$ cat src/rtl/fix_pkg.sv
// rtl/fix_pkg.sv - FIX 4.2 message codes, tags and length constants shared by the composer
package fix_pkg;
   localparam logic [3:0] MSG_LOGON      = 4'h1;
   localparam logic [3:0] MSG_LOGOUT     = 4'h2;
   localparam logic [3:0] MSG_HEARTBEAT  = 4'h3;
   localparam logic [3:0] MSG_RESEND_REQ = 4'h4;

   localparam logic [7:0] SOH           = 8'h01;
   localparam logic [7:0] BODY_OVERHEAD = 8'd33;
   localparam logic [7:0] LOGON_EXTRA   = 8'd12;
   localparam logic [7:0] RESEND_EXTRA  = 8'd16;
   localparam logic [7:0] HDR_LEN       = 8'd16;  // "8=FIX.4.2|9=LLL|"
   localparam logic [7:0] TRAILER_LAST  = 8'd6;   // final SOH within "10=CCC|"

   localparam logic [71:0] TAG_BEGIN     = "8=FIX.4.2";
   localparam logic [15:0] TAG_BODYLEN   = "9=";
   localparam logic [23:0] TAG_MSG_TYPE  = "35=";
   localparam logic [23:0] TAG_SENDER    = "49=";
   localparam logic [23:0] TAG_TARGET    = "56=";
   localparam logic [23:0] TAG_SEQ       = "34=";
   localparam logic [15:0] TAG_BEGIN_SEQ = "7=";
   localparam logic [23:0] TAG_CHECKSUM  = "10=";
   localparam logic [95:0] LOGON_FIELDS  = {"98=0", SOH, "108=30", SOH};
   localparam logic [39:0] RESEND_TAIL   = {"16=0", SOH};

   typedef enum logic [1:0] {IDLE, CALC, EMIT, TRAIL} comp_state_t;

   function automatic logic is_msg_type(input logic [3:0] t);
      return (t == MSG_LOGON) || (t == MSG_LOGOUT) || (t == MSG_HEARTBEAT) || (t == MSG_RESEND_REQ);
   endfunction

   function automatic logic [7:0] type_char(input logic [3:0] t);
      case (t)
         MSG_LOGON:      return 8'h41;
         MSG_LOGOUT:     return 8'h35;
         MSG_RESEND_REQ: return 8'h32;
         default:        return 8'h30;
      endcase
   endfunction

   function automatic logic [7:0] extra_len(input logic [3:0] t);
      case (t)
         MSG_LOGON:      return LOGON_EXTRA;
         MSG_RESEND_REQ: return RESEND_EXTRA;
         default:        return 8'd0;
      endcase
   endfunction

   // Byte i of a left-aligned 16-byte string.
   function automatic logic [7:0] pick_byte(input logic [127:0] v, input logic [7:0] i);
      return 8'((v << {i, 3'b000}) >> 120);
   endfunction

   function automatic logic [7:0] bcd_char(input logic [31:0] v, input logic [7:0] k);
      return 8'h30 + 8'((v << {k, 2'b00}) >> 28);
   endfunction
endpackage

$ cat src/rtl/fix_dec3.sv
// rtl/fix_dec3.sv - 8-bit binary to three zero-padded ASCII decimal digits
module fix_dec3 (
   input  logic [7:0]  bin,
   output logic [23:0] ascii
);
   logic [7:0] hund, tens, ones;

   always_comb begin
      hund  = bin / 8'd100;
      tens  = (bin / 8'd10) % 8'd10;
      ones  = bin % 8'd10;
      ascii = {8'h30 + hund, 8'h30 + tens, 8'h30 + ones};
   end
endmodule

$ cat src/rtl/fix_msg_composer.sv
// rtl/fix_msg_composer.sv - serialises FIX 4.2 session messages byte-by-byte to the TOE
module fix_msg_composer
   import fix_pkg::*;
#(
   parameter int          NUM_HOST    = 4,
   parameter int          VALUE_WIDTH = 64,
   parameter int          SIZE        = 4,
   parameter logic [63:0] SENDER_ID   = "FIXENG01"
) (
   input  logic                   clk,
   input  logic                   rst,
   input  logic                   initiate_msg_i,
   input  logic [3:0]             create_message_i,
   input  logic [NUM_HOST-1:0]    host_i,
   input  logic [VALUE_WIDTH-1:0] targetCompId_i,
   input  logic [SIZE-1:0]        s_v_targetCompId_i,
   input  logic [31:0]            seq_bcd_i,
   input  logic [31:0]            begin_seq_bcd_i,
   input  logic                   tx_ready_i,
   output logic [7:0]             tx_data_o,
   output logic                   tx_valid_o,
   output logic                   tx_sop_o,
   output logic                   tx_eop_o,
   output logic [NUM_HOST-1:0]    tx_host_o,
   output logic                   busy_o,
   output logic                   seq_incr_o,
   output logic                   error_o
);
   comp_state_t            state;
   logic [3:0]             type_q;
   logic [NUM_HOST-1:0]    host_q;
   logic [VALUE_WIDTH-1:0] target_q;
   logic [SIZE-1:0]        n_q;
   logic [31:0]            seq_q, begin_q;
   logic [7:0]             body_len, cks, pos;
   logic [23:0]            len_ascii, cks_ascii;
   logic [7:0]             np, nb, n8, q, r, s, t;
   logic                   legal;

   fix_dec3 u_dec_len (.bin(body_len), .ascii(len_ascii));
   fix_dec3 u_dec_cks (.bin(cks),      .ascii(cks_ascii));

   assign legal = is_msg_type(create_message_i) && (s_v_targetCompId_i != '0)
                  && (32'(s_v_targetCompId_i) <= VALUE_WIDTH / 8);

   // Next byte to present, chosen by its offset within each field; q/r/s/t rebase np per region.
   always_comb begin
      np = pos + 8'd1;
      n8 = 8'(n_q);
      q  = np - HDR_LEN;
      r  = q - 8'd21 - n8;
      s  = r - 8'd12;
      t  = np - HDR_LEN - body_len;
      nb = SOH;
      if (np < HDR_LEN)          nb = pick_byte({TAG_BEGIN, SOH, TAG_BODYLEN, len_ascii, SOH}, np);
      else if (q < 8'd5)         nb = pick_byte({TAG_MSG_TYPE, type_char(type_q), SOH, 88'd0}, q);
      else if (q < 8'd8)         nb = pick_byte({TAG_SENDER, 104'd0}, q - 8'd5);
      else if (q < 8'd16)        nb = pick_byte({SENDER_ID, 64'd0}, q - 8'd8);
      else if (q == 8'd16)       nb = SOH;
      else if (q < 8'd20)        nb = pick_byte({TAG_TARGET, 104'd0}, q - 8'd17);
      else if (q < 8'd20 + n8)   nb = pick_byte(128'(target_q) << (128 - VALUE_WIDTH), q - 8'd20);
      else if (q == 8'd20 + n8)  nb = SOH;
      else if (r < 8'd3)         nb = pick_byte({TAG_SEQ, 104'd0}, r);
      else if (r < 8'd11)        nb = bcd_char(seq_q, r - 8'd3);
      else if (r == 8'd11)       nb = SOH;
      else if (np < HDR_LEN + body_len) begin
         if (type_q == MSG_LOGON) nb = pick_byte({LOGON_FIELDS, 32'd0}, s);
         else if (s < 8'd2)       nb = pick_byte({TAG_BEGIN_SEQ, 112'd0}, s);
         else if (s < 8'd10)      nb = bcd_char(begin_q, s - 8'd2);
         else if (s == 8'd10)     nb = SOH;
         else                     nb = pick_byte({RESEND_TAIL, 88'd0}, s - 8'd11);
      end
      else if (t < 8'd3)         nb = pick_byte({TAG_CHECKSUM, 104'd0}, t);
      else if (t < 8'd6)         nb = pick_byte({cks_ascii, 104'd0}, t - 8'd3);
   end

   always_ff @(posedge clk) begin
      if (rst) begin
         state      <= IDLE;
         type_q     <= '0;
         host_q     <= '0;
         target_q   <= '0;
         n_q        <= '0;
         seq_q      <= '0;
         begin_q    <= '0;
         body_len   <= '0;
         cks        <= '0;
         pos        <= '0;
         tx_data_o  <= '0;
         tx_valid_o <= 1'b0;
         tx_sop_o   <= 1'b0;
         tx_eop_o   <= 1'b0;
         tx_host_o  <= '0;
         busy_o     <= 1'b0;
         seq_incr_o <= 1'b0;
         error_o    <= 1'b0;
      end else begin
         seq_incr_o <= 1'b0;
         error_o    <= initiate_msg_i && ((state != IDLE) || !legal);
         case (state)
            IDLE: if (initiate_msg_i && legal) begin
               type_q   <= create_message_i;
               host_q   <= host_i;
               target_q <= targetCompId_i;
               n_q      <= s_v_targetCompId_i;
               seq_q    <= seq_bcd_i;
               begin_q  <= begin_seq_bcd_i;
               busy_o   <= 1'b1;
               state    <= CALC;
            end
            CALC: begin
               body_len   <= BODY_OVERHEAD + n8 + extra_len(type_q);
               cks        <= '0;
               pos        <= '0;
               tx_data_o  <= TAG_BEGIN[71:64];
               tx_valid_o <= 1'b1;
               tx_sop_o   <= 1'b1;
               tx_eop_o   <= 1'b0;
               tx_host_o  <= host_q;
               state      <= EMIT;
            end
            default: if (tx_ready_i) begin
               if (tx_eop_o) begin
                  tx_data_o  <= '0;
                  tx_valid_o <= 1'b0;
                  tx_eop_o   <= 1'b0;
                  busy_o     <= 1'b0;
                  seq_incr_o <= 1'b1;
                  state      <= IDLE;
               end else begin
                  pos       <= np;
                  tx_data_o <= nb;
                  tx_sop_o  <= 1'b0;
                  tx_eop_o  <= (np == HDR_LEN + body_len + TRAILER_LAST);
                  if (state == EMIT) begin
                     cks <= cks + tx_data_o;
                     if (np == HDR_LEN + body_len) state <= TRAIL;
                  end
               end
            end
         endcase
      end
   end
endmodule

$ cat config.mk
export PLATFORM = sky130hd
export DESIGN_NAME = fix_msg_composer
export DESIGN_NICKNAME = d
export VERILOG_FILES = /design/src/rtl/fix_pkg.sv /design/src/rtl/fix_dec3.sv /design/src/rtl/fix_msg_composer.sv
export SDC_FILE = /design/constraint.sdc
export NUM_CORES = 1
export LEC_CHECK = 0
export CAP_MARGIN = 5
export CORE_ASPECT_RATIO = 1.75
export CORE_UTILIZATION = 40
export CTS_CLUSTER_DIAMETER = 60
export DETAILED_ROUTE_END_ITERATION = 7
export PLACE_DENSITY = 0.65
export SYNTH_ARGS = -nofsm -noshare
export SYNTH_HDL_FRONTEND = slang
export SYNTH_SLANG_ARGS = --single-unit
$ cat constraint.sdc
create_clock -name clk -period 5.7 [get_ports clk]
set_input_delay 0.855 -clock clk [delete_from_list [all_inputs] [get_ports clk]]
set_output_delay 0.855 -clock clk [all_outputs]
set_load 0.01 [all_outputs]
# Word-level counts from Yosys, hierarchy flattened
# Cells that the tools add are included.
classes:
  addsub: 28
  n_mux: 52
  eq_ne: 17
  reduce_logical: 28
  magnitude_cmp: 14
  n_div: 8
  shifts: 14
  bitwise: 3
op_table:
  columns: ["op", "n"]
  rows:
  - ["$shl 126x11->128 const A", 7]
  - ["$shl 126x11->128", 2]
  - ["$shl 128x11->128", 2]
  - ["$mux 8", 29]
  - ["$shl 127x11->128 const A", 1]
  - ["$shl 32x10->32", 2]
  - ["$add 6x8->8 const A", 6]
  - ["$pmux 8 s2", 3]
  - ["$mod 8x4->8 const B", 4]
  - ["$sub 8x5->8 const B", 4]
  - ["$lt 8x2->1 const B", 3]
  - ["$lt 8x4->1 const B", 3]
  - ["$lt 8x5->1 const B", 3]
  - ["$sub 8x2->8 const B", 3]
  - ["$sub 8x4->8 const B", 3]
  - ["$add 6x4->7 const A", 3]
  - ["$pmux 7 s3", 1]
  - ["$div 8x4->8 const B", 2]
  - ["$div 8x7->8 const B", 2]
  - ["$eq 8x4->1 const B", 2]
  - ["$eq 8x8->1", 2]
  - ["$lt 8x3->1 const B", 2]
  - ["$lt 8x8->1", 2]
  - ["$eq 4x2->1 const B", 3]
  - ["other kinds (35)", 70]
word_totals:
  inputBits: 144
  ff_bits: 184
  output_inout_bits: 18

# Longest topological paths before layout
logic_depth:
  word_depth: 26
  ltp_mapped: 21

# Hierarchy
# A second synthesis with hierarchy kept.
hier_totals:
  cells_unflattened: 1882
  area_unflattened_um2: 14231.1
modules_own_cells:
  columns: ["mod", "area_each_um2", "instances", "cells_each"]
  rows:
  - ["fix_msg_composer", 11857.6, 1, 1551]
  - ["fix_dec3 (u_dec_cks)", 1258.7, 1, 166]
  - ["fix_dec3 (u_dec_len)", 1114.8, 1, 165]

# Worst setup path after synthesis
# No wires, ideal clock.
synth_path:
  path_kind: "register -> register"
  startpoint: "register pos[1]"
  endpoint: "register tx_data_o[2]"
  stages_incl_launch_ff: 19
  path_slack_ns: 0.265
  period_less_slack_ns: 5.435
  path_buffers: 4
  t_arrival_ns: 5.313
  cell_sequence: "dfxtp_1 ha_1 clkbuf_1 xor2_1 clkbuf_1 clkbuf_1 ha_1 inv_1 fa_1 clkbuf_1 inv_1 ha_1 xnor3_1 nor3_1 nand2_1 o31a_1 nor3_1 o31ai_1 a311o_1"
synth_between:
  elab_chain_cells: 26
synth_rtl:
  columns: ["element", "line", "text"]
  rows:
  - ["start: declaration", "fix_msg_composer.sv:35", "logic [7:0] body_len, cks, pos;"]
  - ["start signal: assignment", "fix_msg_composer.sv:131", "pos <= np;"]
  - ["$add 8x1->8 *", "fix_msg_composer.sv:48", "np = pos + 8'd1;"]
  - ["$sub 8x5->8", "fix_msg_composer.sv:50, fix_msg_composer.sv:53", null]
  - ["$sub 8x5->8", "fix_msg_composer.sv:51", "r = q - 8'd21 - n8;"]
  - ["$sub 8x4->8", "fix_msg_composer.sv:51", null]
  - ["$sub 8x4->8", "fix_msg_composer.sv:52", "s = r - 8'd12;"]
  - ["$sub 8x2->8 or $sub 8x4->8 (tied branches)", "fix_msg_composer.sv:69, fix_msg_composer.sv:71", null]
  - ["$shl 32x10->32 or $shl 126x11->128 (tied branches)", "fix_pkg.sv:55, fix_pkg.sv:51", null]
  - ["$add 6x4->7 or $mux 8 (tied branches)", "fix_pkg.sv:55, fix_msg_composer.sv:70", null]
  - ["(+10 left out)", null, null]
  - ["$mux 8", "fix_msg_composer.sv:59", "else if (q == 8'd16) nb = SOH;"]
  - ["$mux 8", "fix_msg_composer.sv:58", "else if (q < 8'd16) nb = pick_byte({SENDER_ID, 64'd0}, q - 8'd8);"]
  - ["$mux 8", "fix_msg_composer.sv:57", "else if (q < 8'd8) nb = pick_byte({TAG_SENDER, 104'd0}, q - 8'd5);"]
  - ["$mux 8", "fix_msg_composer.sv:56", "else if (q < 8'd5) nb = pick_byte({TAG_MSG_TYPE, type_char(type_q), SOH, 88'd0}, q);"]
  - ["$mux 8 *", "fix_msg_composer.sv:55", "if (np < HDR_LEN) nb = pick_byte({TAG_BEGIN, SOH, TAG_BODYLEN, len_ascii, SOH}, np);"]
  - ["$mux 8 *", "fix_msg_composer.sv:123", "if (tx_eop_o) begin"]
  - ["$mux 8 *", "fix_msg_composer.sv:122", "default: if (tx_ready_i) begin"]
  - ["$pmux 8 s2 *", "fix_msg_composer.sv:100", "case (state)"]
  - ["end signal: assignment", "fix_msg_composer.sv:115", "tx_data_o <= TAG_BEGIN[71:64];"]
  - ["end signal: assignment", "fix_msg_composer.sv:132", "tx_data_o <= nb;"]
  - ["end: declaration", "fix_msg_composer.sv:20", "output logic [7:0] tx_data_o,"]
# Mark *: on every way between the ends. The rest lies on a longest branch, timed or not. The select of a mux whose other input is x is not followed.
# A chain may end at the register's enable or synchronous reset.

# Final worst setup path
layout_path:
  startpoint: "register pos[1]"
  endpoint: "register tx_data_o[4]"
# Same word-level chain as after synthesis.

==> summary.txt <==
outcome: finished with violations
failing checks: design-rule violations
critical path startpoint category: flop
fin crit share: 89.4%
area leader, netlist: dfxtp_1
Pins Over Slew Limit: 0
most common cell after layout, fill and taps aside: nand2_1
most frequent CP cell: xnor2_1
GRT Overall Usage: 27.7%
Layout Nets: 2155
r2r setup slk: 0.60 ns
# DRC: 1
Yosys cell types: 101
Post-Syn Instances: 1831
area delta synth->final: 17.9%
port buffer count: 161
critical path capture point type: flop
Post-CTS Setup Inserts: 0
number of max-cap violations: 0
routability cong.: 0.989
CTS H-tree depth: 4
Psw: 0.00207 W
met2 usage: 50.9%
EDFF count, synth: 0
row cnt: 90
Overflow after GRT: 0
Yosys top cell area share: 26.3%
TritonCTS Buffers: 17
Crit Path Max Fanout: 11
unrepaired setup endpoints after global routing: false
grt met1 use: 28.8%
CTS hold repair buffers: 0
Clock Latency Late Sink: 0.46 ns
Post-DP HPWL: 37100 um
I/O pin cnt: 162
final setup violation count: 0
Worst-path clk slew: 0.07 ns
Post-Layout Cell Count: 2398
post-synthesis average cell area: 7.60 um2
critical path type: reg -> reg
DR vias/cell: 5.84
Period minus WS final: 5.10 ns
area of the die: 0.0355 mm2
CTS Buffer Depth: 2
Resize count post-CTS: 0
YS warnings: 0
async set or reset register ratio after synthesis: 0%
global-route wire length before repair: 75800 um
Initial DRT Pass Iterations: 7
Slew @ Worst Pin: 1.05 ns
synthesized flop and latch total: 183
PwrDens: 295 mW/mm2
Synth area leaders: dfxtp_1 26%, nand2_1 10%, a21oi_1 7.7%, ha_1 7.5%, mux4_2 5.2%
sw frac: 42.7%
initial antenna violation count: 1
combinational power share: 46.9%
P_int: 0.00277 W
Max IR drop VDD: 0.241 mV
core area: 0.0343 mm2
crit-path leading delay family: compound AO/OA/AOI/OAI gates
Most used DFF post-synth: dfxtp_1
total power: 0.00484 W
Post-Place Cells: 2366
Initial Utilization: 40.5%
slowest library cell on the worst path: a311oi_1
Die H: 249 um
via count: 14000
final wirelength: 48100 um
Pleak: 5.74 nW
final hold slack: 0.454 ns
Post-Syn Area: 0.0139 mm2
layout cells sized above 1: 6.81%
CP required: 6.01 ns
Reg power frac: 29.9%
Die X-Extent: 143 um
Worst Path Buf+Inv: 1
CTS tree: built
commonest non-fill, non-tap cells in the layout: 382 x nand2_1, 213 x a21oi_1, 182 x dfxtp_1, 160 x clkdlybuf4s50_1, 112 x nor2_1
vias in the first global route: 13900
GR peak layer: met2
Clk pwr share: 23.3%
Seq/Total Area, Yosys: 26.3%
DRT iter0 DRCs: 1056
CP cell instances: ha_1 -> and3_1 -> xnor2_1 -> buf_4 -> ha_1 -> xnor3_1 -> a32oi_1 -> xnor2_1 -> xnor2_1 -> mux2i_1 -> a31oi_1 -> o31ai_1 -> a311oi_1 -> o22ai_1
WL per Instance: 20.0 um
CTS sink cnt: 183
Fill cells: 3408
slowest stage delay, CP: 0.58 ns
CTS Root Cell: clkbuf_16
HP Class: reg -> reg
setup TNS: 0 ns
post-route ant nets: 0
Fin. Hold Viols: 0
met3 Track Usage GR: 3.97%
Max-slew headroom: 29.6%
largest net degree at the start of global routing: 100
Final Core Density: 47.7%
worst clock skew: 0.0186 ns
Arr. time, crit path: 5.41 ns
max frequency: 0.196 GHz
## tightest hold or removal path: stages (launching register included)
cell and delay, ns:
dfxtp_1 0.31, nand2_1 0.05, a21oi_1 0.05
## power by group through the flow
stage          clock [W]  sequential [W]  combinational, W
3_5_place_dp           0         0.00147           0.00223
3_3_place_gp           0         0.00147           0.00224
5_1_grt          0.00119         0.00146           0.00247
4_1_cts          0.00114         0.00144           0.00224
2_1_floorplan          0         0.00143           0.00158
6_report         0.00113         0.00144           0.00227
## routing by layer
| metal | vias up | share of wire [%] |
|---|---|---|
| li1 | 6747 | - |
| met1 | 6624 | 36 |
| met2 | 491 | 53 |
| met3 | 146 | 4.3 |
| met4 | 0 | 6.3 |
| met5 | - | 0 |
## sequential cells by signal, indices dropped and copies added, names as in the netlist, 7 cells and up
| register | count |
|---|---|
| begin_q | 32 |
| body_len | 7 |
| cks | 8 |
| pos | 8 |
| seq_q | 32 |
| target_q | 64 |
| tx_data_o | 8 |
## synthesized netlist by cell type (6+ instances only)
cell,instances
ha_1,83
and4_1,6
xor2_1,19
mux2i_1,20
a22oi_1,17
buf_2,10
nor3b_1,9
o31ai_1,18
xnor2_1,45
o21ai_0,70
mux4_2,32
o31a_1,6
a211oi_1,20
o21a_1,14
a2111oi_0,6
nand4_1,11
nor4_1,12
and3_1,10
a21oi_1,213
dfxtp_1,183
nand2_1,383
clkbuf_1,89
nand3_1,41
nor3_1,37
a211o_1,11
o211a_1,6
inv_1,76
a31oi_1,24
nand2b_1,15
nand3b_1,6
a21o_1,12
a21boi_0,9
nor2b_1,16
buf_1,6
nor2_1,113
o211ai_1,18
or2_2,6
and2_1,12
or3_1,8
## cell families after synthesis
logic type / after synthesis / synth area share, %
AND/OR/NAND/NOR: 719 / 23.9
AO/OA/AOI/OAI: 526 / 24.5
buffers and inverters: 190 / 5.46
flip-flops: 183 / 26.3
adder cells (fa/ha/maj): 86 / 7.90
XOR/XNOR: 69 / 4.84
multiplexers: 57 / 7.03
other: 1 / 0.0270
## worst paths after layout
| path | from | end | cells past startpoint |
|---|---|---|---|
| setup / recovery | pos[1] | tx_data_o[4] | 14 |
| setup reg to reg | pos[1] | tx_data_o[4] | 14 |
| hold / removal | begin_q[1] | begin_q[1] | 2 |
| hold reg to reg | begin_q[1] | begin_q[1] | 2 |
## metrics by stage
| stage | setup slack, ns | area [um2] |
|---|---|---|
| global placement | 0.771 | 15900 |
| global route | 0.252 | 16400 |
| detailed placement | 0.725 | 15900 |
| finish | 0.603 | 16400 |
| floorplan | 0.265 | 13900 |
| CTS | 0.703 | 16400 |
## cell type report
cell class | instances | area [um2] | share of cell area [%]
Multi-Input combinational cell | 1460 | 9520 | 58.1
Sequential cell | 183 | 3660 | 22.3
Timing Repair Buffer | 184 | 1800 | 11.0
Tap cell | 460 | 576 | 3.51
Clock buffer | 20 | 447 | 2.72
Inverter | 79 | 297 | 1.81
Clock inverter | 11 | 91.3 | 0.557
Antenna cell | 1 | 2.50 | 0.0153
Power figures use the tool's default switching activity.
